<file path="config.mk">
export PLATFORM = sky130hd
export DESIGN_NAME = tri_edge_sequencer
export DESIGN_NICKNAME = d
export VERILOG_FILES = /design/src/rtl/tri_edge_sequencer.sv
export SDC_FILE = /design/constraint.sdc
export NUM_CORES = 1
export LEC_CHECK = 0
export BUFFER_PORTS_ARGS = -buffer_cell sky130_fd_sc_hd__clkbuf_2
export CAP_MARGIN = 40
export CORE_UTILIZATION = 30
export CTS_BUF_LIST = sky130_fd_sc_hd__clkbuf_4
export CTS_CLUSTER_DIAMETER = 100
export DETAILED_ROUTE_END_ITERATION = 16
export SETUP_SLACK_MARGIN = 0.4
export SLEW_MARGIN = 30
export SYNTH_ARGS = -nofsm -noshare
export SYNTH_HDL_FRONTEND = slang
export SYNTH_SLANG_ARGS = --single-unit
</file>
<file path="constraint.sdc">
create_clock -name Clk -period 1.7 [get_ports Clk]
set_clock_uncertainty 0.05 [all_clocks]
set_input_delay 0 -clock Clk [delete_from_list [all_inputs] [get_ports Clk]]
set_output_delay 0 -clock Clk [all_outputs]
set_load 0.02 [all_outputs]
</file>
<file path="src/rtl/tri_edge_sequencer.sv">
// Issues a triangle's three wireframe edges (v0->v1, v1->v2, v2->v0) to a Bresenham drawer.
// Per edge: LOAD 1 cycle, START until drawer done or watchdog abort, RELEASE until done drops.
module tri_edge_sequencer #(
  parameter int COORD_W = 10,
  parameter int TIMEOUT = 4096
) (
  input  logic               Clk,
  input  logic               Reset_n,
  input  logic               tri_Start,
  input  logic [COORD_W-1:0] vx0,
  input  logic [COORD_W-1:0] vy0,
  input  logic [COORD_W-1:0] vx1,
  input  logic [COORD_W-1:0] vy1,
  input  logic [COORD_W-1:0] vx2,
  input  logic [COORD_W-1:0] vy2,
  output logic [COORD_W-1:0] line_x0,
  output logic [COORD_W-1:0] line_y0,
  output logic [COORD_W-1:0] line_x1,
  output logic [COORD_W-1:0] line_y1,
  output logic               line_Load,
  output logic               draw_line_Start,
  input  logic               draw_line_Done,
  output logic               plot_En,
  output logic [1:0]         edge_Idx,
  output logic               tri_Busy,
  output logic               tri_Done,
  output logic               tri_Err
);

  localparam int CNT_W = $clog2(TIMEOUT);

  typedef enum logic [2:0] {
    S_IDLE,
    S_LOAD,
    S_START,
    S_RELEASE,
    S_FINISH
  } state_t;

  state_t             state, state_nxt;
  logic [1:0]         edge_q, edge_nxt;
  logic [CNT_W-1:0]   wd_q, wd_nxt;
  logic               err_q, err_nxt;
  logic               capture;
  logic [COORD_W-1:0] lx0, ly0, lx1, ly1, lx2, ly2;

  always_ff @(posedge Clk or negedge Reset_n) begin
    if (!Reset_n) begin
      state  <= S_IDLE;
      edge_q <= 2'd0;
      wd_q   <= '0;
      err_q  <= 1'b0;
      lx0    <= '0;
      ly0    <= '0;
      lx1    <= '0;
      ly1    <= '0;
      lx2    <= '0;
      ly2    <= '0;
    end else begin
      state  <= state_nxt;
      edge_q <= edge_nxt;
      wd_q   <= wd_nxt;
      err_q  <= err_nxt;
      if (capture) begin
        lx0 <= vx0;
        ly0 <= vy0;
        lx1 <= vx1;
        ly1 <= vy1;
        lx2 <= vx2;
        ly2 <= vy2;
      end
    end
  end

  // err_q is cleared on acceptance, so within a triangle it doubles as the abort mark.
  always_comb begin
    state_nxt = state;
    edge_nxt  = edge_q;
    wd_nxt    = wd_q;
    err_nxt   = err_q;
    capture   = 1'b0;
    case (state)
      S_IDLE: begin
        if (tri_Start) begin
          capture   = 1'b1;
          err_nxt   = 1'b0;
          edge_nxt  = 2'd0;
          state_nxt = S_LOAD;
        end
      end
      S_LOAD: begin
        wd_nxt    = '0;
        state_nxt = S_START;
      end
      S_START: begin
        if (draw_line_Done) begin
          state_nxt = S_RELEASE;
        end else if (wd_q == CNT_W'(TIMEOUT - 1)) begin
          err_nxt   = 1'b1;
          state_nxt = S_RELEASE;
        end else begin
          wd_nxt = wd_q + 1'b1;
        end
      end
      S_RELEASE: begin
        if (!draw_line_Done) begin
          if (err_q) begin
            state_nxt = S_FINISH;
          end else if (edge_q != 2'd2) begin
            edge_nxt  = edge_q + 2'd1;
            state_nxt = S_LOAD;
          end else begin
            state_nxt = S_FINISH;
          end
        end
      end
      S_FINISH: begin
        if (!tri_Start) state_nxt = S_IDLE;
      end
      default: state_nxt = S_IDLE;
    endcase
  end

  always_comb begin
    line_x0 = lx0;
    line_y0 = ly0;
    line_x1 = lx1;
    line_y1 = ly1;
    case (edge_q)
      2'd1: begin
        line_x0 = lx1;
        line_y0 = ly1;
        line_x1 = lx2;
        line_y1 = ly2;
      end
      2'd2: begin
        line_x0 = lx2;
        line_y0 = ly2;
        line_x1 = lx0;
        line_y1 = ly0;
      end
      default: ;
    endcase
  end

  assign line_Load       = (state == S_LOAD);
  assign draw_line_Start = (state == S_START);
  assign plot_En         = (state == S_START);
  assign edge_Idx        = edge_q;
  assign tri_Busy        = (state == S_LOAD) || (state == S_START) || (state == S_RELEASE);
  assign tri_Done        = (state == S_FINISH);
  assign tri_Err         = err_q;

endmodule

</file>
# ---- After elaboration in Yosys (flattened, before gate mapping)
# Index checks and enable logic that the tools add are counted.
dict set report totals {
  ff_bits 78
  out_inout_bits 48
  word_cells 65
  input_bits 64
}
dict set report op_classes {
  reduce_logical 10
  addsub 2
  eq_ne 17
  muxes 26
}
# operator count
set ops {}
lappend ops {{10-bit one-hot mux with 2 select lines} 4}
lappend ops {{12-bit two-way mux} 2}
lappend ops {{12-bit one-hot mux with 2 select lines} 1}
lappend ops {{3-bit two-way mux} 7}
lappend ops {{2-bit != test (second input constant)} 8}
lappend ops {{3-bit one-hot mux with 5 select lines} 1}
lappend ops {{12-bit by 1-bit adder with 12-bit output (second input constant)} 1}
lappend ops {{12-bit equality test (second input constant)} 1}
lappend ops {{2-bit two-way mux} 4}
lappend ops {{4-bit AND reduction} 2}
lappend ops {{3-bit by 2-bit equality test with 1-bit output (second input constant)} 2}
lappend ops {{2-bit nonzero test} 3}
lappend ops {{1-bit two-way mux} 5}
lappend ops {{5-bit AND reduction} 1}
lappend ops {{2-bit one-hot mux with 2 select lines} 1}
lappend ops {{3-bit by 1-bit equality test with 1-bit output (second input constant)} 1}
lappend ops {{3-bit equality test (second input constant)} 1}
lappend ops {{3-bit zero test} 1}
lappend ops {{3-bit by 1-bit != test with 1-bit output (second input constant)} 1}
lappend ops {{3-bit AND reduction} 1}
lappend ops {{2-bit by 1-bit adder with 2-bit output (second input constant)} 1}
lappend ops {{2-bit by 1-bit equality test with 1-bit output (second input constant)} 1}
lappend ops {{2-bit equality test (second input constant)} 1}
lappend ops {{1-bit logical OR} 2}
lappend ops {{other kinds (2)} 2}

# ---- Longest topological paths before layout
dict set report depth {
  depth_word 5
  mapped_depth 6
  mapped_depth_nobuf 5
}

# ---- Worst setup path before layout
# Ideal clock, no wire load.
dict set report synth_path {
  path_type {register -> register}
  from {reg state[2]}
  to {reg wd_q[7]}
  required_time_ns 1.570
  t_arrival_ns 1.690
  slack_ns -0.121
  path_buffers 1
  setup_ns 0.080
  path_stages_with_launch 6
  period_less_slack_ns 1.821
  path_cell_list {dfrtp_1 nor3b_4 nand2b_2 buf_6 or4_4 o211ai_2}
}
dict set report synth_between {
  elab_chain_cells 3
  word_cells_on_any_way 7
  classes_between {eq/ne (4); mux (1); reduce/logical (2)}
}
# element line
set synth_rtl {}
lappend synth_rtl {{start, declared} 40} ;# state_t state, state_nxt;
lappend synth_rtl {{start signal, assigned} 60} ;# state <= state_nxt;
lappend synth_rtl {{3-bit by 2-bit equality test with 1-bit output (*)} n/a}
lappend synth_rtl {{named net draw_line_Start} 21} ;# output logic draw_line_Start,
lappend synth_rtl {{2-bit != test (no source line) or 2-bit nonzero test (tied branches)} n/a}
lappend synth_rtl {{3-bit AND reduction (no source line)} n/a}
lappend synth_rtl {{end signal, assigned} 62} ;# wd_q <= wd_nxt;
lappend synth_rtl {{end, declared} 42} ;# logic [CNT_W-1:0] wd_q, wd_nxt;
# The timed path passes the listed nets; every way through them passes the cells marked *.
# A chain may end at the register's enable or synchronous reset.

# ---- Worst setup path in the final report
dict set report layout_path {
  from {reg edge_q[1] (netlist: edge_Idx[1])}
  to {out line_x1[4]}
}
dict set report layout_between {
  elab_chain_cells 2
  word_cells_on_any_way 3
  classes_between {eq/ne (2); mux (1)}
}
# element line
set layout_rtl {}
lappend layout_rtl {{start, declared} 41} ;# logic [1:0] edge_q, edge_nxt;
lappend layout_rtl {{start signal, assigned} 61} ;# edge_q <= edge_nxt;
lappend layout_rtl {{2-bit equality test or 2-bit by 1-bit equality test with 1-bit output (tied branches)} 129} ;# case (edge_q)
lappend layout_rtl {{10-bit one-hot mux with 2 select lines (*)} 129}
lappend layout_rtl {{end, declared} 18} ;# output logic [COORD_W-1:0] line_x1,
# Every way passes the cells marked *; elsewhere a longest branch is shown, timed or not.

==> impl_metrics.py <==
metrics = {
    "status": {
        "status": "finished, violations left",
        "violations": "setup timing",
    },
    "flow_run": {
        "maxCapViolations": 0,
    },
    "placed_design": {
        "place.gp.congestion": 0.817,
        "dp_slack_ns": -0.0923,
        "placed_cells": 673,
        "dp_hpwl_um": 8020,
        "portBuffers": 111,
    },
    "routing": {
        "drt-total-wl_um": 16600,
        "vias_per_cell": 5.12,
        "via_count": 4280,
        "wl_per_cell_um": 19.9,
        "first_pass_iters": 6,
        "drt_iter0_drc": 268,
        "drc": 0,
        "ant_nets": 0,
    },
    "worst_setup_path": {
        "cp_max_fo": 8,
        "rr_startpoint": "state[1]",
        "critPathSlowestCell": "dfrtp_2",
        "setup.worst_path.end": "line_x1[4]",
        "cp_data_arrival_time_ns": 1.94,
        "critical-path-top-delay-family": "flip-flops",
        "rr_worst_depth": 7,
        "critical_path_cell_count": 5,
        "reg2reg_to": "ly0[5]",
        "crit_type": "reg -> out",
        "cpPeakStageDelay_ns": 0.48,
        "path_buf_inv": 3,
        "start_kind": "flop",
        "cp_data_required_time_ns": 1.65,
        "path_cells": "ha_4, buf_6, clkbuf_16, o21ai_4, buf_8",
        "endpoint_kind": "primary output",
        "ff2ff_setup_slack_ns": -0.08,
        "startpoint": "edge_Idx[1]",
    },
    "sta": {
        "worst_slack_ns": -0.289,
        "rsz0062_at_grt": "true",
        "fin_crit_ns": 1.99,
        "worst_slew_pin_slew_ns": 0.328,
        "hold_violations": 0,
        "slew_violations": 0,
        "finalCritPeriodShare_pct": 117,
        "fmax_mhz": 503,
        "whs_ns": 0.0927,
        "setup_viol": 95,
        "slew_headroom_pct": 78.2,
    },
    "floorplan": {
        "fp.dieH_um": 118,
        "core_area_um2": 12800,
        "die_x_um": 118,
        "io_pins": 112,
        "initial_core_util_pct": 31.3,
        "dieArea_um2": 13900,
        "row_count": 41,
    },
    "global_route": {
        "grt_overflow": 0,
        "grt_pass1_vias": 4449,
        "grt_usage_pct": 22.8,
        "grt_max_degree": 34,
        "grt_pass1_wl_um": 24400,
        "antenna_found_initial": 1,
    },
    "synth": {
        "synth_cell_types": 44,
        "ys.flop_type": "dfrtp_1",
        "synthCells": 379,
        "yosysTopAreaCell": "dfrtp_1",
        "syn_area_per_cell_um2": 10.6,
        "ys_ff_latch": 78,
        "syn_area_um2": 4020,
        "yosysSeqAreaShare_pct": 48.6,
        "synth.area.top_cells": "dfrtp_1, mux2_2, a22oi_1, o21ai_0, nand2_1",
        "synth_enable_flop_cells": 0,
        "syn-num-nets": 446,
        "synth.top_cells.by_count": "dfrtp_1, mux2_2, nand2_1, o21ai_0, a22oi_1",
        "ys_warn_count": 0,
        "yosysMostFrequentCell": "dfrtp_1",
        "netlist.area_leader.share_pct": 48.6,
        "synth-async-reset-ratio_pct": 100,
    },
    "final_layout": {
        "fin_util_pct": 67.8,
        "finalNonFillerCells": 836,
        "syn2layout_area_growth_pct": 116,
        "drive_above_1_share_pct": 66.4,
        "fin_nets": 725,
        "final.fill_count": 860,
    },
    "clocking": {
        "cts_buffer_depth": 2,
        "clock-sinks": 78,
        "htree_levels": 3,
        "path_clk_slew_ns": 0.15,
        "cts_tree": "yes",
        "cts_root_buf": "clkbuf_4",
        "cts_buffers": 9,
        "clk_latency_ns": 0.49,
    },
    "worst_hold_path": {
        "hp-class": "in -> reg",
    },
    "power_and_ir_drop": {
        "p_comb_share_pct": 75.0,
        "clkPwrFrac_pct": 6.8,
        "power.internal_mw": 11.7,
        "leakagePower_nw": 3.79,
        "p_per_area_nw_per_um2": 2320,
        "seq_power_share_pct": 18.3,
        "ir_drop_v": 0.00107,
        "switching_share_pct": 42.0,
        "finalPower_mw": 20.2,
        "p_sw_mw": 8.47,
    },
}
==> power groups by stage <==
stage	combinational (mW)	clock, mW	sequential [mW]
floorplan	7.30	0	3.46
finish	15.1	1.37	3.68
detailed placement	8.98	0	3.61
global route	15.8	1.49	3.79
CTS	12.9	1.39	3.59
global placement	8.82	0	3.55
==> cells in the final DEF, fill, tap and decap left out, types with 4 or more instances in the layout <==
cell | netlist | routed
a22oi_2 | 0 | 40
buf_12 | 0 | 21
buf_16 | 0 | 12
buf_4 | 2 | 41
buf_6 | 1 | 56
buf_8 | 0 | 28
clkbuf_16 | 0 | 6
clkbuf_2 | 0 | 63
clkbuf_4 | 0 | 10
clkbuf_8 | 0 | 6
dfrtp_1 | 78 | 74
dfrtp_2 | 0 | 4
dlygate4sd3_1 | 0 | 64
mux2_4 | 0 | 62
nand2_1 | 49 | 37
nand2_2 | 0 | 9
nand3_1 | 6 | 6
nor2_1 | 9 | 4
nor2_4 | 0 | 5
o21ai_4 | 0 | 41
==> logic make-up (layout without fill, tap and decap cells) <==
kind of cell               Yosys count  count (layout)  share of synthesized area (%)
AOI/OAI and AO/OA                  104             104                           16.9
adders and majority gates            3               3                          0.934
buffers and inverters               35             319                           3.86
DFF                                 78              78                           48.6
muxes                               64              64                           17.9
other                                0               1                              0
and+or+nand+nor                     95              95                           11.8
==> worst min-delay path, delay by kind of cell <==
kind | cells | cell delay, ns
simple gates | 2 | 0.33
buf+inv | 1 | 0.10
compound gates | 2 | 0.15
==> cell type report <==
cell class	count	area, um^2	share of cell area (%)
timing repair buffer	297	3300	37.9
multi-input combinational	266	3040	34.9
sequential	78	1960	22.5
tap	172	215	2.47
clock inverter	6	86.3	0.993
clock buffer	10	75.1	0.863
inverter	6	27.5	0.316
antenna	1	2.50	0.0288
==> flip-flops by register name (all words and copies together) (netlist names) <==
register and count:
lx2 10, lx0 10, ly2 10, state 3, ly0 10, lx1 10, wd_q 12, edge_Idx 2
tri_Err 1, ly1 10
==> how the worst min path moves through the flow <==
stage | startpoint | end | slack, ns | depth (start not counted)
global route | tri_Start | state[2] | 0.11 | 5
CTS | tri_Start | state[2] | 0.01 | 5
detailed placement | Reset_n | state[1] | -0.07 | 1
global placement | Reset_n | lx0[3] | -0.08 | 1
finish | tri_Start | state[2] | 0.09 | 5
floorplan | Reset_n | edge_Idx[0] | -0.35 | 0
==> per-stage QoR <==
step	setup TNS, ns	cell area [um^2]
2_1_floorplan	-0.313	5000
3_3_place_gp	-0.0586	5800
3_5_place_dp	-0.274	5800
4_1_cts	-12.67	8100
5_1_grt	-18.04	8700
6_report	-12.59	8700
==> per-layer routing <==
metal,up-vias,part of all wire (%),global-route usage [%]
met5,-,0,0
met4,0,2.3,9.62
met3,27,3.7,3.78
met2,116,53,39.8
met1,2174,41,27.5
li1,1963,-,-
==> what timing repair did <==
action	in CTS	in global routing
setup endpoints to repair	122	137
pin swaps	34	37
buffers inserted	46	18
hold buffers	64	0
resized for setup	198	107
endpoints found under the hold margin	143	0
gates cloned	12	6
(Power assumes the default switching activity.)
